File: config.mk
export PLATFORM = sky130hd
export DESIGN_NAME = quad_step_decoder
export DESIGN_NICKNAME = d
export VERILOG_FILES = /design/src/rtl/quad_step_decoder.sv
export SDC_FILE = /design/constraint.sdc
export NUM_CORES = 1
export LEC_CHECK = 0
export CORE_MARGIN = 2
export CORE_UTILIZATION = 54
export DETAILED_ROUTE_END_ITERATION = 6
export GPL_TIMING_DRIVEN = 0
export PLACE_DENSITY = 0.76
export SLEW_MARGIN = 40
export SYNTH_ARGS = -nofsm -noshare
export SYNTH_HDL_FRONTEND = slang
export SYNTH_SLANG_ARGS = --single-unit
export TNS_END_PERCENT = 1
File: constraint.sdc
create_clock -name clk -period 3.8 [get_ports clk]
set_input_delay 0.38 -clock clk [delete_from_list [all_inputs] [get_ports clk]]
set_output_delay 0.38 -clock clk [all_outputs]
set_load 0.1 [all_outputs]
File: src/rtl/quad_step_decoder.sv
// Quadrature step decoder.
// Synchronizes an asynchronous A/B encoder pair and turns each legal Gray-code
// phase change into a one-cycle step pulse with direction. It keeps a wrapping
// position count that follows the same steps, and it latches a sticky error
// when both phases change between two consecutive samples.
module quad_step_decoder #(
  parameter int WIDTH       = 4,
  parameter int SYNC_STAGES = 2
) (
  input  logic             clk,
  input  logic             reset,
  input  logic             quad_a,
  input  logic             quad_b,
  input  logic             clear,
  output logic             step,
  output logic             dir,
  output logic [WIDTH-1:0] position,
  output logic             err
);

  localparam int CNT_W = $clog2(SYNC_STAGES + 1);

  typedef enum logic {
    ST_PRIME,
    ST_RUN
  } state_t;

  // Reject synchronizer depths the priming logic is not built for.
  generate
    if (SYNC_STAGES < 2 || SYNC_STAGES > 4) begin : g_bad_sync
      $error("quad_step_decoder: SYNC_STAGES must be in 2..4");
    end
  endgenerate

  logic [SYNC_STAGES-1:0] a_sync_q;
  logic [SYNC_STAGES-1:0] b_sync_q;
  logic [1:0]             ph;
  logic [1:0]             ph_next;

  state_t                 state_q;
  logic [CNT_W-1:0]       prime_cnt_q;
  logic [1:0]             prev_q;
  logic                   step_q;
  logic                   dir_q;
  logic                   err_q;
  logic [WIDTH-1:0]       pos_q;

  logic                   dec_up;
  logic                   dec_dn;
  logic                   dec_bad;

  // True when cur is the next phase in the A-leads (count up) sequence
  // 00 -> 10 -> 11 -> 01 -> 00.
  function automatic logic is_up(input logic [1:0] prev, input logic [1:0] cur);
    logic r;
    case (prev)
      2'b00:   r = (cur == 2'b10);
      2'b10:   r = (cur == 2'b11);
      2'b11:   r = (cur == 2'b01);
      default: r = (cur == 2'b00);
    endcase
    return r;
  endfunction

  // True when cur is the next phase in the B-leads (count down) sequence
  // 00 -> 01 -> 11 -> 10 -> 00.
  function automatic logic is_down(input logic [1:0] prev, input logic [1:0] cur);
    logic r;
    case (prev)
      2'b00:   r = (cur == 2'b01);
      2'b01:   r = (cur == 2'b11);
      2'b11:   r = (cur == 2'b10);
      default: r = (cur == 2'b00);
    endcase
    return r;
  endfunction

  // Both phases flipped in one sample: direction is unknowable.
  function automatic logic is_illegal(input logic [1:0] prev, input logic [1:0] cur);
    return ((prev ^ cur) == 2'b11);
  endfunction

  // Settled phase pair, and the value it takes on the coming edge.
  assign ph      = {a_sync_q[SYNC_STAGES-1], b_sync_q[SYNC_STAGES-1]};
  assign ph_next = {a_sync_q[SYNC_STAGES-2], b_sync_q[SYNC_STAGES-2]};

  // Classify the transition from the previous sample to the current one.
  always_comb begin
    dec_up  = is_up(prev_q, ph);
    dec_dn  = is_down(prev_q, ph);
    dec_bad = is_illegal(prev_q, ph);
  end

  // Synchronizer chains for the asynchronous encoder pins; bit 0 is the first flop.
  always_ff @(posedge clk) begin
    if (reset) begin
      a_sync_q <= '0;
      b_sync_q <= '0;
    end else begin
      a_sync_q <= {a_sync_q[SYNC_STAGES-2:0], quad_a};
      b_sync_q <= {b_sync_q[SYNC_STAGES-2:0], quad_b};
    end
  end

  // Prime/run controller with registered step, direction, position and error.
  always_ff @(posedge clk) begin
    if (reset) begin
      state_q     <= ST_PRIME;
      prime_cnt_q <= '0;
      prev_q      <= 2'b00;
      step_q      <= 1'b0;
      dir_q       <= 1'b0;
      pos_q       <= '0;
      err_q       <= 1'b0;
    end else begin
      case (state_q)
        ST_PRIME: begin
          step_q <= 1'b0;
          if (prime_cnt_q == CNT_W'(SYNC_STAGES - 1)) begin
            // Seed prev with the value ph assumes on this very edge, so the
            // first RUN compare sees settled pins rather than the zeros left
            // in the chains by reset.
            prev_q  <= ph_next;
            state_q <= ST_RUN;
          end else begin
            prime_cnt_q <= prime_cnt_q + CNT_W'(1);
          end
          if (clear) begin
            pos_q <= '0;
            err_q <= 1'b0;
          end
        end
        ST_RUN: begin
          prev_q <= ph;
          step_q <= dec_up | dec_dn;
          if (dec_up) begin
            dir_q <= 1'b1;
            pos_q <= pos_q + WIDTH'(1);
          end else if (dec_dn) begin
            dir_q <= 1'b0;
            pos_q <= pos_q - WIDTH'(1);
          end
          if (dec_bad) begin
            err_q <= 1'b1;
          end
          // Clear beats any count or error update on the same edge; the
          // step pulse and direction still report what was decoded.
          if (clear) begin
            pos_q <= '0;
            err_q <= 1'b0;
          end
        end
        default: begin
          state_q <= ST_PRIME;
        end
      endcase
    end
  end

  assign step     = step_q;
  assign dir      = dir_q;
  assign position = pos_q;
  assign err      = err_q;

endmodule
==> results by group, run 1 <==
Yosys
  – Mux contribution to synthesized area: 5.39%
  – EDFF count, synth: 0
  – Synth Area in Simple Gates: 17.2%
  – Distinct cells, synth: 25
  – Avg Cell Area, Syn: 8.95 um^2
  – Syn Nets: 91
  – Fraction of the mapped netlist area in adder cells: 5.05%
  – Yosys warnings: 0
  – Post-synthesis sequential area ratio: 43.1%
  – Synth Area in Compound Gates: 14.8%
  – Mapped Cells: 83
  – Async set-reset flop share out of synthesis: 0%
  – Cell Area, Synth: 743 um^2
  – Prevailing post-synth register cell: dfxtp_1
  – Main combinational cell family by area after synthesis: simple AND/OR/NAND/NOR gates
  – Yosys reg bits: 16
  – Synth Area in XOR/XNOR: 11.6%

STA
  – Final Max Tran Viols: 0
  – Tmin final: 1950 ps
  – Final WS setup: 1850 ps
  – Setup TNS: 0 ps
  – Slew Limit Headroom: 68.0%
  – Worst Skew: 0.992 ps
  – Fin. Hold Viols: 0
  – Max Fclk: 514 MHz
  – Setup Viol. Count Final: 0
  – RSZ-0062 raised after global routing: false
  – Tcrit/Tclk final: 51.2%
  – Slew at the pin closest to its max-slew limit: 484 ps

Finish
  – FILL cells: 120
  – Area occupied by multi-input gates: 402 um^2
  – Share of layout cells above drive strength 1: 15.3%
  – Area Growth Syn to Fin: 17.5%
  – Final net count: 107
  – FF/Latch Area: 320 um^2
  – ANT cells: 0
  – Final Instance Area: 873 um^2

Floorplan
  – Initial Utilization: 57.1%
  – # rows: 13
  – Die width: 41.1 um
  – Die area: 1690 um^2
  – Core Box Area: 1300 um^2
  – Num ports: 12
  – Chip height: 41.1 um

Hold path
  – Hold Path Origin: a_sync_q[0]$_SDFF_PP0_
  – Hold Path Stages: 1
  – Tightest Hold Check Type: reg -> reg
  – Hold Path Sink: a_sync_q[1]$_SDFF_PP0_

Route
  – Detailed Route WL: 1280 um
  – # DRC: 0
  – Drt via density: 5.29
  – Routed Antenna Nets: 0
  – Pre-Repair DR Iteration Count: 2
  – Avg WL per Cell: 11.3 um
  – Via count: 598
  – DRT iter0 DRCs: 4

Critical path
  – CP startpoint kind: register
  – Critical path capture point type: register
  – Reg-to-Reg End: position[3]$_SDFFE_PP0P_
  – Reg-to-reg slack, setup: 1850 ps
  – Worst-path maximum fanout: 5
  – RR Startpoint: prev_q[0]$_SDFFE_PP0N_
  – Data required, critical path: 4020 ps
  – Reg2reg path depth: 8
  – Critical path type: reg -> reg
  – CP arrival: 2160 ps

Placed design
  – DP Worst Slack: 1870 ps
  – Placed cell area: 837 um^2
  – Number of port buffers: 11
  – HPWL after DPL: 1000 um
  – Placer congestion estimate: 0.711

Clock network
  – Clock Sink Count: 16
  – CTS Buffer Depth: 2
  – H-tree depth: 1
  – Clk_lat worst skew: 280 ps
  – CTS Root Cell: clkbuf_4
  – Postcts setup bufs: 0
  – # resized after CTS: 0
  – CTS Buf Count: 3
  – CTS tree: done
  – Clk pin slew, worst setup/hold paths: 90 ps
  – Hold Buf Count CTS: 0

Global route
  – Largest net degree at the start of global routing: 11
  – Congestion Overflow GR: 0
  – Vias in the first global route: 487
  – First-pass GRT wire length: 2050 um
  – Total global routing track utilization: 18.9%
  – Initial antenna violation count: 0

Power and ir drop
  – Static Leak: 0.363 nW
  – Overall power: 0.000475 W
  – Pwr per Cell Area: 544 nW/um^2
  – Worst VDD drop: 0.000326 V

Outcome
  – Status: finished, final reports clean

Job
  – Max-cap violations: 0
==> worst max path at each step <==
stage	from	end	slack, ps
after CTS	prev_q[0]$_SDFFE_PP0N_	position[3]$_SDFFE_PP0P_	1830
after floorplan	position[1]$_SDFFE_PP0P_	position[2]$_SDFFE_PP0P_	1740
after global placement	position[1]$_SDFFE_PP0P_	position[1]	1840
final	prev_q[0]$_SDFFE_PP0N_	position[3]$_SDFFE_PP0P_	1850
after detailed placement	prev_q[0]$_SDFFE_PP0N_	position[3]$_SDFFE_PP0P_	1870
after global routing	prev_q[0]$_SDFFE_PP0N_	position[3]$_SDFFE_PP0P_	1700
==> cell usage after synthesis (2+ instances only) <==
cell / n / area share, %
a211oi_1: 2 / 2.0
a21oi_1: 7 / 4.7
dfxtp_1: 16 / 43
ha_1: 3 / 5.1
inv_1: 2 / 1.0
mux2i_1: 4 / 5.4
nand2_1: 3 / 1.5
nand3_1: 2 / 1.3
nor2_1: 14 / 7.1
nor2b_1: 4 / 3.4
nor3_1: 2 / 1.3
o211ai_1: 2 / 2.0
o21ai_0: 3 / 2.0
or3_1: 2 / 1.7
xnor2_1: 5 / 5.9
xor2_1: 3 / 3.5
==> worst max-delay path, stage by stage, from the launching register on <==
cell,delay (ps)
dfxtp_1,470
xnor2_1,160
nor2_1,170
inv_1,60
ha_1,330
a31oi_1,200
nor3_1,60
o211ai_1,220
mux2i_1,200
==> registers in the layout (all words and copies together) (netlist names) <==
name / flops
prev_q: 2
step: 1
position: 4
prime_cnt_q: 2
state_q: 1
b_sync_q: 2
err: 1
dir: 1
a_sync_q: 2
==> layer usage <==
metal	part of all wire (%)	GRT usage [%]	vias up	routed length, um
li1	-	-	314	-
met1	46	21.6	276	586
met2	51	33.2	6	646
met3	2.2	3.26	2	28
met4	1.2	9.68	0	15
met5	0	0	-	0
==> final cells by class <==
cell class              instances  area share (%)
multi-input cells              62            46.0
flip-flops and latches         16            36.7
well taps                      15            2.15
inverters                       3            1.43
repair buffers                 11            8.60
clock buffers                   4            4.15
plain buffers                   2            1.00
==> metrics by stage <==
| stage | std cells | hold slack [ps] | util (%) |
|---|---|---|---|
| after detailed placement | 109 | 460 | 64.3 |
| after floorplan | 83 | 438 | - |
| after global routing | 113 | 480 | 67.1 |
| after CTS | 113 | 473 | 67.1 |
| final | 113 | 473 | 67.1 |
| after global placement | 109 | 444 | 67.0 |
==> layout by cell type (no fill, tap or decap), types with 2 or more instances in the layout <==
cell type,n
buf_2,8
xnor2_1,5
a211oi_1,2
nor2_1,14
o21ai_0,3
mux2i_1,4
o211ai_1,2
nor2b_1,4
clkbuf_4,3
inv_1,2
ha_1,3
nand2_1,3
xor2_1,3
nand3_1,2
or3_1,2
clkdlybuf4s50_1,4
a21oi_1,7
nor3_1,2
dfxtp_1,16
==> kinds of logic (layout without fill, tap and decap cells) <==
family | count (synthesis) | count (layout)
AO/OA/AOI/OAI | 18 | 18
XOR/XNOR | 9 | 9
adder cells (fa/ha/maj) | 3 | 3
buffers and inverters | 5 | 20
flip-flops | 16 | 16
multiplexers | 4 | 4
AND/OR/NAND/NOR | 28 | 28
==> power by group <==
group	internal, W	switching [W]	total (W)
clock network	0.0000583	0.0000517	0.000110
logic	0.0000594	0.000102	0.000161
registers	0.000189	0.0000157	0.000204
(Power assumes the default switching activity.)
==> run 2, diff against run 1 <==
--- a/config.mk
+++ b/config.mk
@@ -6,10 +6,10 @@
 export NUM_CORES = 1
 export LEC_CHECK = 0
 export CORE_MARGIN = 2
-export CORE_UTILIZATION = 54
+export CORE_UTILIZATION = 45
 export DETAILED_ROUTE_END_ITERATION = 6
 export GPL_TIMING_DRIVEN = 0
-export PLACE_DENSITY = 0.76
+export PLACE_DENSITY = 0.68
 export SLEW_MARGIN = 40
 export SYNTH_ARGS = -nofsm -noshare
 export SYNTH_HDL_FRONTEND = slang
==> constraint.sdc (replaced) <==
create_clock -name clk -period 1.6 [get_ports clk]
set_input_delay 0.16 -clock clk [delete_from_list [all_inputs] [get_ports clk]]
set_output_delay 0.16 -clock clk [all_outputs]
set_load 0.1 [all_outputs]
==> results by group, run 2 (same netlist as run 1, synthesis figures left out) <==
Floorplan
  – Chip height: 44.6 um
  – Num ports: 12
  – Die width: 44.6 um
  – Initial Utilization: 48.8%
  – # rows: 14
  – Die area: 1990 um^2
  – Core Box Area: 1520 um^2

Outcome
  – Status: finished with violations
  – Failing checks: negative setup slack

Route
  – Avg WL per Cell: 11.5 um
  – Routed Antenna Nets: 0
  – # DRC: 0
  – Drt via density: 5.25
  – Via count: 641
  – Pre-Repair DR Iteration Count: 1
  – Detailed Route WL: 1400 um
  – DRT iter0 DRCs: 0

Finish
  – Area Growth Syn to Fin: 38.6%
  – Most common cell after layout, fill and taps aside: nor2_1
  – ANT cells: 0
  – Final Non-Filler Cells: 122
  – Final net count: 116
  – Share of layout cells above drive strength 1: 36.8%
  – Largest register FFs: 4
  – Area occupied by multi-input gates: 479 um^2
  – Most frequent cells in the layout: 13 x nor2_1, 9 x dfxtp_1, 9 x buf_4, 8 x buf_2
  – FILL cells: 133
  – FF/Latch Area: 344 um^2

Power and ir drop
  – Pwr per Cell Area: 1130 nW/um^2
  – Static Leak: 0.417 nW
  – Worst VDD drop: 0.000659 V

Clock network
  – CTS Root Cell: clkbuf_4
  – Clk pin slew, worst setup/hold paths: 80 ps
  – Clk_lat worst skew: 280 ps
  – CTS Buf Count: 3
  – Hold Buf Count CTS: 0
  – H-tree depth: 1
  – CTS tree: done
  – Clock Sink Count: 16
  – CTS Buffer Depth: 2

Global route
  – Vias in the first global route: 620
  – Largest net degree at the start of global routing: 11
  – Total global routing track utilization: 18.9%
  – First-pass GRT wire length: 2590 um
  – Initial antenna violation count: 0
  – Congestion Overflow GR: 0

STA
  – Worst Skew: 0.784 ps
  – Slew Limit Headroom: 67.8%
  – Final WS setup: -77.5 ps
  – Final Max Tran Viols: 0
  – Tcrit/Tclk final: 105%
  – Tmin final: 1680 ps
  – Setup Viol. Count Final: 1
  – Max Fclk: 596 MHz
  – RSZ-0062 raised after global routing: true
  – Slew at the pin closest to its max-slew limit: 486 ps
  – Fin. Hold Viols: 0

Critical path
  – Reg-to-reg slack, setup: -80 ps
  – Worst-path maximum fanout: 5
  – Reg-to-Reg End: position[3]$_SDFFE_PP0P_
  – Critical path capture point type: register
  – CP Launch Point: b_sync_q[1]$_SDFF_PP0_
  – CP arrival: 1890 ps
  – CP startpoint kind: register
  – Critical Path Sink: position[3]$_SDFFE_PP0P_
  – Data required, critical path: 1820 ps
  – Reg2reg path depth: 8
  – Critical path type: reg -> reg
  – RR Startpoint: b_sync_q[1]$_SDFF_PP0_

Hold path
  – Hold Path Origin: quad_b
  – Tightest Hold Check Type: in -> reg

Placed design
  – Placer congestion estimate: 0.762
  – DP Worst Slack: -159 ps
  – HPWL after DPL: 1010 um
  – Placed insts: 110
  – Number of port buffers: 11

Job
  – Max-cap violations: 0
run 2: area by class of cell:
class	count	area share, %
plain buffers	2	0.851
clock buffers	3	2.19
inverters	3	1.22
multi-input cells	62	46.5
flip-flops and latches	16	33.4
well taps	16	1.94
repair buffers	20	13.9
run 2: worst max-delay path, cell delays in order (launching register included):
cell      delay [ps]
dfxtp_4          370
xor2_4           190
nor2_4           120
inv_2             50
ha_4             280
o21a_1           130
a211oi_2          40
o211ai_1         220
mux2i_1          200
run 2: layer usage:
layer | track usage (%) | vias to the layer above | share of wire [%] | wire [um]
met2 | 27.8 | 9 | 49 | 684
met5 | 0 | - | 0 | 0
met4 | 14.5 | 0 | 2.8 | 39
li1 | - | 330 | - | -
met1 | 21.5 | 298 | 45 | 633
met3 | 7.76 | 4 | 3.1 | 43
run 2: through the flow:
step	instance area, um^2	TNS (ps)	hold slack [ps]	util (%)	power, W
floorplan	788	-15.0	224	-	0.000824
global placement	918	-410	450	60.3	0.000896
detailed placement	883	-269	460	58.0	0.000895
CTS	1000	-181	421	65.8	0.00115
global route	1030	-276	434	67.6	0.00126
finish	1030	-77.5	423	67.6	0.00116
run 2: power by group:
group          leakage, nW  internal (W)  total [W]  switching, W
sequential           0.136      0.000447   0.000490     0.0000432
combinational        0.268      0.000205   0.000470      0.000265
clock               0.0138     0.0000875   0.000200      0.000112
run 2: worst min-delay path by stage:
stage                     slack (ps)  cells past startpoint                     end
after floorplan                  220                      1  b_sync_q[1]$_SDFF_PP0_
after global placement           450                      1  b_sync_q[1]$_SDFF_PP0_
after detailed placement         460                      1  b_sync_q[1]$_SDFF_PP0_
after CTS                        420                      2  b_sync_q[0]$_SDFF_PP0_
after global routing             430                      2  a_sync_q[0]$_SDFF_PP0_
final                            420                      2  b_sync_q[0]$_SDFF_PP0_
run 2: timing repair:
action / CTS / global route
gates resized for setup: 10 / 5
pin swaps: 7 / 8
buffers inserted: 8 / 1
setup endpoints to repair: 2 / 3
